`config.mk`:
```
export PLATFORM = sky130hd
export DESIGN_NAME = spi_host_fifo
export DESIGN_NICKNAME = d
export VERILOG_FILES = /design/src/rtl/spi_host_fifo.sv
export SDC_FILE = /design/constraint.sdc
export NUM_CORES = 1
export LEC_CHECK = 0
export ABC_AREA = 0
export CAP_MARGIN = 20
export CORE_MARGIN = 8
export CORE_UTILIZATION = 42
export CTS_CLUSTER_SIZE = 8
export DETAILED_ROUTE_END_ITERATION = 8
export REMOVE_ABC_BUFFERS = 1
export SYNTH_ARGS = -nofsm -noshare
export SYNTH_HDL_FRONTEND = slang
export SYNTH_SLANG_ARGS = --single-unit
export TNS_END_PERCENT = 50
```
`constraint.sdc`:
```
create_clock -name clk -period 3.6 [get_ports clk]
set_clock_uncertainty 0.2 [all_clocks]
set_input_delay 0.72 -clock clk [delete_from_list [all_inputs] [get_ports clk]]
set_output_delay 0.72 -clock clk [all_outputs]
set_load 0.02 [all_outputs]
```
`src/rtl/spi_host_fifo.sv`:
```
// spi_host_fifo: TX/RX byte FIFOs that drive the SPI core register port through a 5-state strobe FSM.
// Define SPI_HOST_TIMEOUT_EN to add a WAIT_RX timeout counter and the sticky timeout output.
module spi_host_fifo #(
   parameter int DEPTH          = 8,
   parameter int TX_READY_BIT   = 0,
   parameter int RX_VALID_BIT   = 1,
   parameter int WR_PULSE       = 2,
   parameter int TIMEOUT_CYCLES = 1024
) (
   input  logic                   clk,
   input  logic                   clr,
   input  logic [7:0]             cfg_control,
   input  logic [7:0]             tx_data,
   input  logic                   tx_push,
   output logic                   tx_full,
   output logic [7:0]             rx_data,
   input  logic                   rx_pop,
   output logic                   rx_empty,
   output logic [$clog2(DEPTH):0] tx_level,
   output logic [$clog2(DEPTH):0] rx_level,
   input  logic                   ovr_clr,
   output logic                   overrun,
`ifdef SPI_HOST_TIMEOUT_EN
   output logic                   timeout,
`endif
   output logic                   busy,
   output logic [7:0]             core_control,
   output logic [7:0]             core_data_out,
   output logic                   core_write,
   output logic                   core_read,
   input  logic [7:0]             core_data_in,
   input  logic [7:0]             core_status
);
   localparam int AW = $clog2(DEPTH);
   localparam int L  = AW + 1;
   localparam int CW = $clog2(TIMEOUT_CYCLES + WR_PULSE + 1);
   typedef enum logic [2:0] {IDLE, LOAD, WAIT_RX, READ, STORE} state_t;
   state_t state, state_nxt;
   logic [7:0] tx_mem [DEPTH];
   logic [7:0] rx_mem [DEPTH];
   logic [AW-1:0] tx_wr, tx_rd, rx_wr, rx_rd, rx_rd_nxt;
   logic [L-1:0] rx_cnt_nxt;
   logic [CW-1:0] cnt;
   logic tx_push_ok, tx_pop, rx_pop_ok, rx_full, rx_push, drop, unused;
`ifdef SPI_HOST_TIMEOUT_EN
   logic time_out;
`endif
   assign tx_full    = tx_level == L'(DEPTH);
   assign rx_full    = rx_level == L'(DEPTH);
   assign rx_empty   = rx_level == '0;
   assign tx_push_ok = tx_push && !tx_full;
   assign tx_pop     = state == IDLE && tx_level != '0 && core_status[TX_READY_BIT];
   assign rx_pop_ok  = rx_pop && !rx_empty;
   // a pop in the same cycle frees the slot, so a full FIFO can still take the byte
   assign rx_push    = state == STORE && (!rx_full || rx_pop_ok);
   assign drop       = state == STORE && !rx_push;
   assign rx_rd_nxt  = rx_rd + AW'(rx_pop_ok);
   assign rx_cnt_nxt = rx_level + L'(rx_push) - L'(rx_pop_ok);
   assign busy       = state != IDLE;
   assign core_write = state == LOAD;
   assign core_read  = state == READ;
   assign unused     = ^core_status;
   always_comb begin
      state_nxt = state;
`ifdef SPI_HOST_TIMEOUT_EN
      time_out  = 1'b0;
`endif
      case (state)
         IDLE:    state_nxt = tx_pop ? LOAD : IDLE;
         LOAD:    state_nxt = cnt == CW'(WR_PULSE - 1) ? WAIT_RX : LOAD;
         WAIT_RX: begin
            state_nxt = core_status[RX_VALID_BIT] ? READ : WAIT_RX;
`ifdef SPI_HOST_TIMEOUT_EN
            time_out  = !core_status[RX_VALID_BIT] && cnt == CW'(TIMEOUT_CYCLES - 1);
            state_nxt = time_out ? IDLE : state_nxt;
`endif
         end
         READ:    state_nxt = STORE;
         STORE:   state_nxt = IDLE;
         default: state_nxt = IDLE;
      endcase
   end
   always_ff @(posedge clk) begin
      if (tx_push_ok) tx_mem[tx_wr] <= tx_data;
      if (rx_push) rx_mem[rx_wr] <= core_data_in;
   end
   always_ff @(posedge clk) begin
      if (clr) begin
         state         <= IDLE;
         cnt           <= '0;
         tx_wr         <= '0;
         tx_rd         <= '0;
         rx_wr         <= '0;
         rx_rd         <= '0;
         tx_level      <= '0;
         rx_level      <= '0;
         rx_data       <= 8'h00;
         overrun       <= 1'b0;
         core_control  <= 8'h00;
         core_data_out <= 8'h00;
`ifdef SPI_HOST_TIMEOUT_EN
         timeout       <= 1'b0;
`endif
      end else begin
         state         <= state_nxt;
         cnt           <= state_nxt != state ? '0 : cnt + CW'(1);
         core_control  <= cfg_control;
         core_data_out <= tx_pop ? tx_mem[tx_rd] : core_data_out;
         tx_wr         <= tx_wr + AW'(tx_push_ok);
         tx_rd         <= tx_rd + AW'(tx_pop);
         tx_level      <= tx_level + L'(tx_push_ok) - L'(tx_pop);
         rx_wr         <= rx_wr + AW'(rx_push);
         rx_rd         <= rx_rd_nxt;
         rx_level      <= rx_cnt_nxt;
         // head register tracks the post-update head, bypassing a byte written straight into the head slot
         rx_data       <= rx_cnt_nxt == '0 ? 8'h00 :
                          (rx_push && rx_wr == rx_rd_nxt) ? core_data_in : rx_mem[rx_rd_nxt];
         overrun       <= drop || (overrun && !ovr_clr);
`ifdef SPI_HOST_TIMEOUT_EN
         timeout       <= time_out || (timeout && !ovr_clr);
`endif
      end
   end
endmodule

```
# == After elaboration in Yosys (flattened, before gate mapping) ==
# Memories as Yosys holds them, arrays and structs flattened. A register that Yosys moved wholly into a read port is not among the register bits.
# Cells that the tools add are included.
# totals
regBits,43
ramBits,128
in_bits,37
output_inout_bits,38
elab_cells,58
n_memories,2
# op_classes
addsub,9
eq_ne,8
muxes,8
reduce_logical,21
# mem_list
name,depth,word_bits,read_ports,rd_ports_with_merged_regs,wr,line,rtl
rx_mem,8,8,1,1,1,40,logic [7:0] rx_mem [DEPTH];
tx_mem,8,8,1,1,1,39,logic [7:0] tx_mem [DEPTH];
# ops
op,count
$add A3 B1 Y3,4
$pmux W3 S4,1
$add A11 B1 Y11 const B,1
$eq A11 B1 Y1 const B,1
$add A4 B1 Y4,2
$eq A4 B4 Y1 const B,2
$logic_not A4 Y1,2
$sub A4 B1 Y4,2
$logic_and A1 B1 Y1,7
$eq A3 B2 Y1 const B,2
$mux W1,6
$logic_not A1 Y1,5
$reduce_bool A4 Y1,1
$reduce_or A2 Y1,2
$eq A3 B1 Y1 const B,1
$eq A3 B3 Y1 const B,1
$logic_not A3 Y1,1
$ne A3 B3 Y1,1
$reduce_bool A3 Y1,1
$logic_or A1 B1 Y1,2
$mux W2,1

# == Longest topological paths before layout ==
# Gate-level depths: netlist of run 1.
# depth
depth_word,9
depth_mapped,13
ltp_nobuf,13

# == Worst setup path after synthesis of run 1 ==
# No wires, ideal clock.
# synth_timing
path_type,register -> register
startpoint,register rx_level[1]
endpoint,"register rx_data[6], read port of rx_mem"
setup_ns,0.125
arrival_time_ns,2.755
required_ns,3.275
slack_ns,0.521
stages_incl_launch_ff,12
n_path_buf,1
period_less_slack_ns,3.079
cell_sequence,dfxtp_1 -> or2_2 -> nor2_1 -> nor2b_1 -> ha_1 -> ha_1 -> xnor2_4 -> xnor2_1 -> nor4_4 -> buf_4 -> nand4b_1 -> a21oi_1
# synth_via
elab_chain_len,9
elab_cells_between_ends,12
cone_classes,add/sub: 3; eq/ne: 1; reduce/logical: 8
# synth_rtl
element,line,rtl
"start, declared",20,"output logic [$clog2(DEPTH):0] rx_level,"
"start signal, assigned",114,rx_level <= rx_cnt_nxt;
$logic_not A4 Y1 *,50,assign rx_empty = rx_level == '0;
via rx_empty,18,"output logic rx_empty,"
$logic_not A1 Y1 *,53,assign rx_pop_ok = rx_pop && !rx_empty;
$logic_and A1 B1 Y1 *,53,
$logic_or A1 B1 Y1,55,assign rx_push = state == STORE && (!rx_full || rx_pop_ok);
$logic_and A1 B1 Y1,55,
$add A4 B1 Y4,58,assign rx_cnt_nxt = rx_level + L'(rx_push) - L'(rx_pop_ok);
$sub A4 B1 Y4,58,
$logic_not A4 Y1,116,rx_data <= rx_cnt_nxt == '0 ? 8'h00 :
$reduce_or A2 Y1 (no source line),n/a,
"end, declared",16,"output logic [7:0] rx_data,"
# The timed path passes the listed nets; every way through them passes the cells marked *.
# A chain may end at the register's enable or synchronous reset.

# == Final worst setup path of run 1 ==
# layout_timing
startpoint,input rx_pop
endpoint,"register rx_data[4], read port of rx_mem"
# layout_via
elab_chain_len,7
elab_cells_between_ends,8
cone_classes,add/sub: 3; reduce/logical: 5
# layout_rtl
element,line,rtl
"start, declared",17,"input logic rx_pop,"
$logic_and A1 B1 Y1 *,53,
$logic_or A1 B1 Y1,55,
$logic_and A1 B1 Y1,55,
$add A4 B1 Y4,58,
$sub A4 B1 Y4,58,
$logic_not A4 Y1,116,
$reduce_or A2 Y1 (no source line),n/a,
# Every way passes the cells marked *; elsewhere a longest branch is shown, timed or not.

==> run metrics, run 1 <==
register area=5020 µm²; P&R area growth vs syn=22.5%; Post-Synth XOR/XNOR Area=0.0280; # hold bufs at CTS=0; Worst-Margin Slew=slightly above 900 ps; nets=a little under 700; Tmin final=about 3200 ps; Fillers=1,513; total power=between 6 and 7 mW; Adder-Cell Fraction of Synth Area=0.0420; Worst Path Required=approximately 3700 ps; Hold Startpoint=core_data_out[6]; Detail Route Antenna Nets=0; Vias/cell=5.10; Post-Synthesis Cells=between 500 and 600; Critical path origin=rx_pop; Mapped Area=7510 µm²; post-placement cell area=around 8600 µm²; post-cts sizing count=0; overall routing resource usage=0.143; Fin Hold WS=302 ps; simple logic cell fraction of the synthesized area=0.119; clk root buf=clkbuf_16; std cell rows=49; power density cells=about 700 nW/µm²; asr flop ratio synth=0; Final Cell Area=9200 µm²; clock sink total=between 150 and 200; clock latency on the worst-skew pair=430 ps; vias in the first global route=roughly 4,700; Fin. Hold Viols=0; CTS H-tree depth=4; antenna diode instance count=0; Worst path depth=11; CTS buffer count=17; prevailing post-synth register cell=edfxtp_1; number of synthesized register bits=187; first-pass GRT wire length=24.3 mm; crit start category=input port; CP Buf/Inv Count=3; Arrival @ worst endpoint=approximately 3300 ps; largest cells by area after synthesis=edfxtp_1, dfxtp_1, mux4_2, ha_1, mux2i_1; compound-cell area share of the yosys netlist=0.0361; Placed Cells=~830; Max Cap Viol=0; # setup viols final=0; total iterations of the first detailed-routing run=5; layout cells sized above 1=0.135; Iter 0 DRT Violations=roughly 260; status=finished, final reports clean; cell taking the most area after synthesis=edfxtp_1; Cell variety after synth=47; Slew HR=0.390; Avg Inst Size Synth=between 10 and 15 µm²; Hold Path Class=reg -> reg; global route overflow=0; Synth warnings=0; I/O Buffers=68; Seq/Total Area, Yosys=0.669; # DRC=0; initial antenna violation count=0; Post-synth top cells=edfxtp_1, dfxtp_1, nand2_1; R2R depth=10; most numerous cell in the Yosys netlist=edfxtp_1; floorplan die height=around 150 µm; Post-DP HPWL=between 10 and 15 mm; pin count of the biggest net entering global routing=33; fin. max-slew vios=0; CTS max path bufs=2; final RePlAce weighted congestion=about 0.74; Post-CTS Setup Bufs=0; setup TNS=0 ps; peak supply drop=about 0.4 mV; top-area cell type share of the netlist area=0.512; io pins=between 70 and 80; Post-synth EDFFs=128; Crit Path Max Fanout=8; routed len/inst=between 15 and 20 µm; Initial Util=0.422; Finished Layout Cells=around 860; RSZ-0062 raised after global routing=no; Worst path max stage delay=490 ps; CTS tree=built; Top delay family on crit path=adder cells; main combinational cell family by area after synthesis=simple AND/OR/NAND/NOR gates; critical-path cell list=clkdlybuf4s50_1 > nor2b_1 > o31ai_4 > ha_1 > inv_1 > ha_1 > inv_1 > fa_1 > xor2_1 > a41o_1 > a21oi_1; Clk pin slew, worst setup/hold paths=70 ps; Hold Crit Depth=2; Peak Freq=just over 0.3 GHz; Die X=150 µm; Multi-input gate area=approximately 2300 µm²; final worst path period share=0.898; proportion of synthesized area in mux cells=0.0800; Crit Path Class=in -> reg; slowest cell on the critical path=a41o_1; via count=~4,400; Core Footprint=17,800 µm²; crit end category=flop; reg-to-reg startpoint=state[2]; leak pwr=3.20 nW; wirelength, routed=around 15 mm; Die Area=roughly 22,000 µm²
routing by layer:
layer | track usage | wire length (µm) | vias to the layer above
met3 | 0.0396 | 707 | 13
met2 | 0.257 | 8280 | 88
met1 | 0.158 | 6060 | 2190
li1 | - | - | 2112
met4 | 0.0560 | 136 | 0
met5 | 0 | 0 | -
worst min-delay path, stage by stage, from the launching register on:
cell and delay [ps]:
dfxtp_1 310, nor2_1 90, a211oi_1 50
cells by family (layout without fill, tap and decap cells):
| logic type | after synthesis | after routing |
|---|---|---|
| DFF | 187 | 187 |
| AOI/OAI and AO/OA | 36 | 36 |
| buffers and inverters | 42 | 150 |
| adders and majority gates | 24 | 24 |
| and+or+nand+nor | 177 | 177 |
| xor gates and xnor gates | 21 | 21 |
| muxes | 40 | 40 |
worst paths after layout:
kind | end | slack (ps)
max | rx_data[4] | 370
min | core_data_out[6] | 300
min reg2reg | core_data_out[6] | 300
max reg2reg | rx_data[4] | 480
metrics by stage:
stage | util | worst slack (ps)
floorplan | - | -12.6
global placement | 0.483 | 92.9
detailed placement | 0.483 | -35.6
CTS | 0.517 | 410
global route | 0.517 | 252
finish | 0.517 | 368
power breakdown:
group / switching [mW] / leakage [nW] / total, mW / internal [mW]
Sequential: 0.131 / 1.64 / 2.63 / 2.50
Combinational: 0.995 / 1.27 / 1.86 / 0.869
Clock: 0.838 / 0.290 / 1.89 / 1.05
Total: 1.96 / 3.20 / 6.38 / 4.42
sequential cells by signal (all words and copies together), names as in the netlist:
signal         flops
cnt               11
core_control       8
core_data_out      8
overrun            1
rx_data            8
rx_level           4
rx_mem            64
rx_rd              3
rx_wr              3
state              3
tx_level           4
tx_mem            64
tx_rd              3
tx_wr              3
final cells by class:
cell class | count | share of cell area
Multi-Input combinational cell | 298 | 0.249
Tap cell | 229 | 0.0311
Timing Repair Buffer | 97 | 0.0990
Inverter | 21 | 0.00857
Clock inverter | 15 | 0.0194
Clock buffer | 17 | 0.0462
Sequential cell | 187 | 0.546
layout by cell type, fill, tap and decap left out, types with 2 or more instances in the layout:
master	instances
dfxtp_1	59
nor2b_1	22
nand3_1	22
and3_1	3
nor3_1	10
nor2_1	45
nand4b_1	8
xnor2_1	11
and2_1	2
a22oi_1	8
mux2i_1	24
ha_1	22
nand2_1	47
clkdlybuf4s50_1	68
clkinvlp_4	2
a211oi_1	8
mux4_2	16
nand2b_1	7
inv_8	2
inv_6	6
a21o_1	2
fa_1	2
xor2_1	8
buf_4	28
inv_1	21
bufinv_16	2
clkbuf_16	17
edfxtp_1	128
a21oi_1	11
Note: power is estimated with default switching activity, not from simulation.
==> run 2: changes to the inputs <==
--- a/config.mk
+++ b/config.mk
@@ -11,6 +11,7 @@
 export CORE_UTILIZATION = 42
 export CTS_CLUSTER_SIZE = 8
 export DETAILED_ROUTE_END_ITERATION = 8
+export HOLD_SLACK_MARGIN = 0.08
 export REMOVE_ABC_BUFFERS = 1
 export SYNTH_ARGS = -nofsm -noshare
 export SYNTH_HDL_FRONTEND = slang
==> results of run 2 <==
Final layout, timing and power as in run 1 (identical DEF).
==> run 3: changes to the inputs <==
==> constraint.sdc (replaced) <==
create_clock -name clk -period 3.6 [get_ports clk]
set_clock_uncertainty 0.2 [all_clocks]
set_input_delay 0.36 -clock clk [delete_from_list [all_inputs] [get_ports clk]]
set_output_delay 0.36 -clock clk [all_outputs]
set_load 0.02 [all_outputs]
==> run 3 against run 2 <==
  * Combinational power barely moved
  * Cell area fell by 0.79%
  * Power fell by 1.5%
  * Critical path depth fell by 1
  * Die area did not move
  * Highest routed layer unchanged
==> run metrics, run 3 (synthesis gave the netlist of run 1 again) <==
Hold Startpoint=cfg_control[1]; crit start category=flop; peak supply drop=about 0.39 mV; Die X=~150 µm; Slew HR=0.409; slowest cell on the critical path=a41o_1; io pins=75; Core Footprint=between 15,000 and 20,000 µm²; Arrival @ worst endpoint=approximately 3400 ps; # DRC=0; Initial Util=0.422; I/O Buffers=68; clk root buf=clkbuf_16; initial antenna violation count=0; commonest non-fill, non-tap cells in the layout=edfxtp_1, clkdlybuf4s50_1, dfxtp_1; RSZ-0062 raised after global routing=no; Multi-input gate area=between 2000 and 2500 µm²; Crit Path Max Fanout=8; # setup viols final=0; global route overflow=0; hold worst-path end=core_control[1]; std cell rows=49; antenna diode instance count=0; CTS tree=built; overall routing resource usage=0.142; Top delay family on crit path=compound AO/OA/AOI/OAI gates; clock latency on the worst-skew pair=roughly 420 ps; critical-path cell list=or2_2 > o31ai_4 > ha_1 > inv_1 > ha_1 > inv_1 > fa_1 > xor2_1 > a41o_1 > a21oi_1; Iter 0 DRT Violations=between 300 and 400; CP Buf/Inv Count=2; Worst Setup Slack post-DPL=approximately 110 ps; # hold bufs at CTS=0; Vias/cell=between 5 and 6; R2R Path End=rx_data[6]; clock sink total=around 190; Fin Hold WS=~290 ps; P&R area growth vs syn=21.5%; Crit Path Class=reg -> reg; via count=roughly 4,300; vias in the first global route=approximately 4,500; CTS buffer count=17; CTS max path bufs=2; Worst-Margin Slew=~880 ps; R2R Setup Slk=330 ps; commonest non-fill, non-tap cell in the layout=edfxtp_1; Detail Route Antenna Nets=0; power density cells=around 700 nW/µm²; layout cells sized above 1=0.126; Die Area=22,400 µm²; Hold Path Class=in -> reg; R2R depth=10; Hold Crit Depth=2; wirelength, routed=approximately 15 mm; final worst path period share=0.907; fin. max-slew vios=0; final RePlAce weighted congestion=approximately 0.75; Post-DP HPWL=approximately 10 mm; routed len/inst=roughly 18 µm; Tmin final=roughly 3300 ps; Fin. Hold Viols=0; nets=roughly 680; leak pwr=~3.2 nW; status=finished, final reports clean; Post-CTS Setup Bufs=0; post-cts sizing count=0; reg-to-reg startpoint=rx_level[1]; first-pass GRT wire length=roughly 24 mm; Max Cap Viol=0; Clk pin slew, worst setup/hold paths=70 ps; pin count of the biggest net entering global routing=33; Worst Path Required=around 3700 ps; Setup WS post-layout=around 330 ps; register area=~5000 µm²; total iterations of the first detailed-routing run=7; Peak Freq=between 0.3 and 0.4 GHz; Top Registers=rx_mem x64, tx_mem x64, cnt x11; Worst path max stage delay=approximately 490 ps; crit end category=flop; floorplan die height=150 µm; total power=6.29 mW; CTS H-tree depth=4; Fillers=around 1,500
-- run 3: cell type report --
class,instances,area share
Clock buffer,19,0.0485
Clock inverter,13,0.0147
Inverter,21,0.00864
Multi-Input combinational cell,298,0.251
Sequential cell,187,0.551
Tap cell,229,0.0314
Timing Repair Buffer,91,0.0949
-- run 3: per-layer routing --
metal | share of wire | up-vias | GRT usage
met5 | 0 | - | 0
met4 | 0.0091 | 0 | 0.0420
met3 | 0.038 | 15 | 0.0354
met2 | 0.52 | 73 | 0.254
met1 | 0.43 | 2147 | 0.165
li1 | - | 2091 | -
-- run 3: stage by stage --
stage	TNS [ps]	cells	area [µm²]	utilization
finish	0	858	9130	0.513
global route	0	858	9130	0.513
CTS	0	858	9130	0.513
detailed placement	0	826	8550	0.481
global placement	0	826	8550	0.481
floorplan	-98.8	506	7400	-
-- run 3: report_power, final --
| group | total [mW] | switching, mW | internal [mW] |
|---|---|---|---|
| Combinational | 1.85 | 0.999 | 0.849 |
| Sequential | 2.64 | 0.134 | 2.50 |
| Clock | 1.81 | 0.814 | 0.992 |
-- run 3: worst max path at each step --
stage	cells after the start	slack [ps]	start	end
after global routing	10	150	rx_level[1]	rx_data[1]
after global placement	11	260	rx_pop	rx_data[7]
after detailed placement	11	110	rx_pop	rx_data[6]
after floorplan	10	-10	rx_level[1]	rx_data[6]
final	10	330	rx_level[1]	rx_data[6]
after CTS	10	300	rx_level[1]	rx_data[6]
-- run 3: worst register-to-register path, cell delays in order, from the launching register on --
cell and delay (ps):
dfxtp_1 370, or2_2 350, o31ai_4 420, ha_1 310, inv_1 70, ha_1 170
inv_1 60, fa_1 390, xor2_1 230, a41o_1 490, a21oi_1 90
